[src/rtl/fibo_seq_ctrl.sv]
// Fibonacci sequencing controller: streams terms over valid/ready.
// Optional FIBO_WRAP_EN: terms wrap instead of stopping on overflow.
module fibo_seq_ctrl #(
  parameter int WIDTH = 4,
  parameter int CNT_W = 5
) (
  input  logic             clk,
  input  logic             reset,
  input  logic             start,
  input  logic [CNT_W-1:0] num_terms,
  input  logic             abort,
  input  logic             term_ready,
  output logic             term_valid,
  output logic [WIDTH-1:0] term_data,
  output logic [CNT_W-1:0] term_idx,
  output logic             busy,
  output logic             done,
  output logic             ovf
);

  typedef enum logic [1:0] {
    IDLE,
    RUN,
    DONE
  } state_t;

  state_t           state;
  state_t           state_nxt;
  logic [WIDTH-1:0] a;
  logic [WIDTH-1:0] b;
  logic             a_ov;
  logic [CNT_W-1:0] idx;
  logic [CNT_W-1:0] count;
  logic             ovf_q;
  logic [WIDTH:0]   sum;
  logic             xfer;
  logic             last;
  logic             stop;
  logic             fin;

  assign sum  = {1'b0, a} + {1'b0, b};
  assign xfer = (state == RUN) && term_ready && !abort;
  assign last = (idx + CNT_W'(1)) == count;
`ifdef FIBO_WRAP_EN
  assign stop = 1'b0;
`else
  assign stop = a_ov;
`endif
  assign fin  = last || stop;

  // State register
  always_ff @(posedge clk or negedge reset) begin
    if (!reset) state <= IDLE;
    else        state <= state_nxt;
  end

  // Next-state logic; abort wins over a same-cycle transfer
  always_comb begin
    state_nxt = state;
    unique case (state)
      IDLE: begin
        if (start)
          state_nxt = (num_terms != '0) ? RUN : DONE;
      end
      RUN: begin
        if (abort)
          state_nxt = IDLE;
        else if (term_ready && fin)
          state_nxt = DONE;
      end
      DONE:    state_nxt = IDLE;
      default: state_nxt = IDLE;
    endcase
  end

  // Term datapath; idx is frozen on the final transfer
  always_ff @(posedge clk or negedge reset) begin
    if (!reset) begin
      a     <= WIDTH'(1);
      b     <= '0;
      a_ov  <= 1'b0;
      idx   <= '0;
      count <= '0;
      ovf_q <= 1'b0;
    end else if (state == IDLE && start) begin
      a     <= WIDTH'(1);
      b     <= '0;
      a_ov  <= 1'b0;
      idx   <= '0;
      count <= num_terms;
      ovf_q <= 1'b0;
    end else if (xfer) begin
      ovf_q <= ovf_q | a_ov;
      if (!fin) begin
        b    <= a;
        a    <= sum[WIDTH-1:0];
        a_ov <= a_ov | sum[WIDTH];
        idx  <= idx + CNT_W'(1);
      end
    end
  end

  assign term_valid = (state == RUN);
  assign term_data  = term_valid ? b : '0;
  assign term_idx   = idx;
  assign busy       = (state != IDLE);
  assign done       = (state == DONE) && !abort;
  assign ovf        = ovf_q;

endmodule

[config.mk]
export PLATFORM = sky130hd
export DESIGN_NAME = fibo_seq_ctrl
export DESIGN_NICKNAME = d
export VERILOG_FILES = /design/src/rtl/fibo_seq_ctrl.sv
export SDC_FILE = /design/constraint.sdc
export NUM_CORES = 1
export LEC_CHECK = 0
export BUFFER_PORTS_ARGS = -buffer_cell sky130_fd_sc_hd__buf_2
export CAP_MARGIN = 10
export CORE_ASPECT_RATIO = 1.2
export CORE_MARGIN = 8
export CORE_UTILIZATION = 57
export DETAILED_ROUTE_END_ITERATION = 6
export GPL_ROUTABILITY_DRIVEN = 1
export PLACE_DENSITY = 0.89
export SLEW_MARGIN = 20
export SYNTH_ARGS = -nofsm -noshare
export SYNTH_HDL_FRONTEND = slang
export SYNTH_SLANG_ARGS = --single-unit
[constraint.sdc]
create_clock -name clk -period 5.7 [get_ports clk]
set_clock_uncertainty 0.15 [all_clocks]
set_input_delay 0.285 -clock clk [delete_from_list [all_inputs] [get_ports clk]]
set_output_delay 0.285 -clock clk [all_outputs]
set_load 0.02 [all_outputs]
After elaboration in Yosys (flattened, before gate mapping)
Index checks and enable logic that the tools add are counted.

storage, ports and cells
  input port bits = 10
  bits in registers = 22
  word-level logic and storage cells = 50
  output and inout port bits = 13

cells by class
  mux-type cells = 20
  bitwise operators = 2
  equal/unequal tests = 6
  reduce and logical (&&, ||, !) cells = 13
  add/sub/neg operators = 2

operators with widths
  operator                                                                 count
  4-bit 2-to-1 mux                                                         7
  5-bit 2-to-1 mux                                                         3
  2-bit 2-to-1 mux                                                         4
  4-bit by 4-bit adder with 5-bit output                                   1
  5-bit by 1-bit adder with 5-bit output, second input constant            1
  5-bit == test                                                            1
  1-bit logical AND                                                        5
  1-bit 2-to-1 mux                                                         5
  5-bit nonzero test                                                       1
  2-bit one-hot mux with 2 select lines                                    1
  2-bit AND reduction                                                      2
  2-bit nonzero test                                                       2
  3-bit by 2-bit inequality test with 1-bit output, second input constant  1
  2-bit by 1-bit == test with 1-bit output, second input constant          1
  2-bit == test, second input constant                                     1
  2-bit logical NOT                                                        1
  2-bit by 1-bit inequality test with 1-bit output, second input constant  1
  2-bit inequality test, second input constant                             1
  1-bit bitwise OR                                                         2
  1-bit logical NOT                                                        1
  1-bit logical OR                                                         1

Longest topological paths before layout
  depth after elaboration = 7
  mapped depth = 8
  depth with buffers taken out = 7

Worst setup path before layout
No wires, ideal clock.

  path type = flip-flop to flip-flop
  start point = reg idx[0] (netlist: term_idx[0])
  end point = reg idx[2] (netlist: term_idx[2])
  cell stages (with the launch flop) = 8
  data required time = 5,424 ps
  arrival = 1,897 ps
  buffers on the path = 0
  setup time = 126 ps
  clock period less this slack = 2,173 ps
  path slack = 3,527 ps
  cell sequence = dfrtp_1 > ha_1 > nand3_1 > xnor2_1 > nand3_1 > o2111a_2 > and3b_1 > a221o_1

on the way
  cells in the longest elaborated chain, start to end = 5

ends and longest elaborated chain
  item                                                        line    source
  from (decl)                                                 32      logic [CNT_W-1:0] idx;
  from (signal assigned)                                      98      idx <= idx + CNT_W'(1);
  5-bit by 1-bit adder with 5-bit output *                    43, 98
  5-bit == test                                               43      assign last = (idx + CNT_W'(1)) == count;
  1-bit logical OR                                            49      assign fin = last || stop;
  2-bit by 1-bit inequality test with 1-bit output (no line)  --
  2-bit AND reduction (no line)                               --

Mark *: on every way between the ends. The rest lies on a longest branch, timed or not. The select of a mux whose other input is x is not followed.
A chain may end at the register's enable or synchronous reset.

Final worst setup path
Ends and elaborated chain as after synthesis.

==> impl_metrics.toml <==
[status]
outcome = "finished clean"

[global_routing]
use_met1_pct = 15.0
grtUsageTotal_pct = 13.8
gr-total-overflow = 0
grt_pass1_wl_um = 4150
grt_pass1_vias = 962
top_usage_layer = "met2"
antenna_found_initial = 0
grt_max_degree = 25
grt_use_met2_pct = 25.8
grt_use_met3_pct = 3.11

[pwr]
finalPower_uw = 455
ir_drop_v = 0.000218
power_density_nw_per_um2 = 338
p_leak_nw = 0.683

[yosys]
synth.avg_cell_area_um2 = 9.41
ys_top_cells_by_area = "dfrtp_1 (44%), nand2_1 (10%), ha_1 (5.3%)"
synth.yosys.warnings = 0
synth-seq-cells = 22
synth_top_area_share_pct = 44.3
netlist-cell-type-count = 32
postSynthCellCount = 126
syn_nets = 142
ys_seq_area_share_pct = 46.5
synth.largest_area_cell = "dfrtp_1"
synth_area_um2 = 1190

[floorplanning]
fp-row-count = 18
die_w_um = 57.6
die_h_um = 66.0
ios = 23
core_area_um2 = 2000
start_util_pct = 59.2
dieArea_um2 = 3800

[setup_path]
critPathMaxStageDelay_ns = 0.46
crit_buf_inv = 0
cp_max_fo = 24
r2r_start = "term_idx[0]"
cp.arrival_ns = 2.47
worstRegToRegCells = 7
start_kind = "register"
required_ns = 5.76
path_class = "register to register"
cp_slowest_cell = "dfrtp_1"
crit_family = "compound AO/OA/AOI/OAI gates"
r2r-end = "term_idx[2]"
path_cells = "ha_1, xor2_1, nor3_1, a31oi_1, o2111a_2, nor2_1, a221o_1"
critPathCaptureType = "register"
regToRegSetupSlack_ns = 3.29

[finish]
final_core_util_pct = 67.0
nFillCells = 176
final_area_um2 = 1340
final_common_cell = "nand2_1"
layout-drive-gt1-share_pct = 19.5
area_growth_pct = 13.3
diodes = 0
fin_cells = 169
fin_nets = 166
final_cell_mix = "nand2_1 (33), buf_2 (22), dfrtp_1 (21), o21ai_0 (10), xnor2_1 (7)"

[drt]
drc = 0
final_antenna_net_count = 0
drt-initial-drc-count = 23
first_pass_iters = 4
vias = 918
wl_per_cell_um = 13.8
viasPerCell = 5.43
drt_wl_total_um = 2340

[sta]
period_share_pct = 42.3
period_minus_slack_ns = 2.41
holdWs_ns = 0.0202
slew_headroom_pct = 68.1
slew_violations = 0
tightest_slew_ns = 0.477
rsz0062_at_grt = "no"
setup_viol = 0
finalWorstSetupSlack_ns = 3.29
hold_viol = 0
timing.fmax_mhz = 415
finalSetupTns_ns = 0

[clock_network]
clk_path_buf_depth = 2
cts-buffers-inserted = 3
cts_root_buf = "clkbuf_4"
cts_sinks = 22
htreeDepth = 1
cts-resized-gates = 0
cts_tree = "built"
post_cts_buffers = 0
cts_hold_buf = 1
clkTransAtPathRegs_ns = 0.12
worstSkewPairLatency_ns = 0.31

[worst_hold_path]
hp-class = "primary input to register"
holdCritStartpoint = "num_terms[0]"
hold-path-cell-count = 3
hold_path_end = "count[0]"

[place]
place_congestion = 0.898
place_ws_ns = 3.30
dpl_cell_area_um2 = 1300
dp.cells = 164
io_buffers = 22
place_hpwl_um = 1820

[job]
max_cap_violations = 0
## power by group
group	total [mW]	internal [mW]	switching, mW
Sequential	0.217	0.188	0.0291
Combinational	0.153	0.0611	0.0920
Clock	0.0845	0.0390	0.0455
Total	0.455	0.288	0.167
## layer usage
| metal | up-vias | share of wire, % |
|---|---|---|
| li1 | 469 | - |
| met1 | 433 | 42 |
| met2 | 14 | 53 |
| met3 | 2 | 4.2 |
| met4 | 0 | 0.73 |
| met5 | - | 0 |
## worst reg2reg max path, delay by kind of cell (launching register included)
kind	cells	cell delay, ns
adder cells (fa/ha/maj)	1	0.29
AO/OA/AOI/OAI	3	1.01
flip-flops	1	0.46
XOR/XNOR	1	0.20
AND/OR/NAND/NOR	2	0.22
## layout make-up
| type | instances | area (um^2) | share of cell area (%) |
|---|---|---|---|
| Multi-Input combinational cell | 95 | 592 | 44.0 |
| Sequential cell | 22 | 552 | 41.1 |
| Timing Repair Buffer | 23 | 120 | 8.94 |
| Clock buffer | 4 | 36.3 | 2.70 |
| Tap cell | 20 | 25.0 | 1.86 |
| Inverter | 5 | 18.8 | 1.40 |
## synth_stat cells
master and count:
fa_1 1, nor3_1 1, o2111a_2 1, or4_1 1, nor2b_1 4, buf_6 1
dfrtp_1 21, mux2i_1 1, nand2_1 33, nor3b_1 1, a21oi_1 1, ha_1 5
xnor2_1 7, xor2_1 4, o21ai_0 10, o21a_1 1, a221o_1 1, a21o_1 1
and3b_1 1, o2bb2ai_1 1, a22o_1 2, a31oi_1 2, clkbuf_1 2, nor2_1 5
a32o_1 1, inv_1 5, nand3_1 3, o31ai_1 1, dfstp_2 1, mux2_2 1
and2_1 5, buf_2 1
## worst max path at each step
stage | from | end | slack (ns) | cells after the start
floorplan | term_idx[0] | term_idx[2] | 3.53 | 7
global placement | term_idx[0] | term_idx[2] | 3.36 | 7
detailed placement | term_idx[0] | term_idx[2] | 3.30 | 7
CTS | term_idx[0] | term_idx[2] | 3.30 | 7
global route | term_idx[0] | term_idx[2] | 3.10 | 7
finish | term_idx[0] | term_idx[2] | 3.29 | 7
## kinds of logic (layout without fill, tap and decap cells)
| group | after synthesis | after routing | share of synthesized area (%) |
|---|---|---|---|
| fa+ha+maj | 6 | 6 | 6.96 |
| buf+inv | 9 | 32 | 3.59 |
| mux | 2 | 2 | 1.79 |
| xor+xnor | 11 | 11 | 8.12 |
| flops | 22 | 22 | 46.5 |
| simple gates | 54 | 54 | 20.5 |
| compound gates | 22 | 22 | 12.6 |
## sequential cells by signal, indices dropped and copies added, names as in the netlist
| name | count |
|---|---|
| count | 5 |
| state | 2 |
| a | 4 |
| term_idx | 5 |
| ovf | 1 |
| a_ov | 1 |
| b | 4 |
Power figures use the tool's default switching activity.
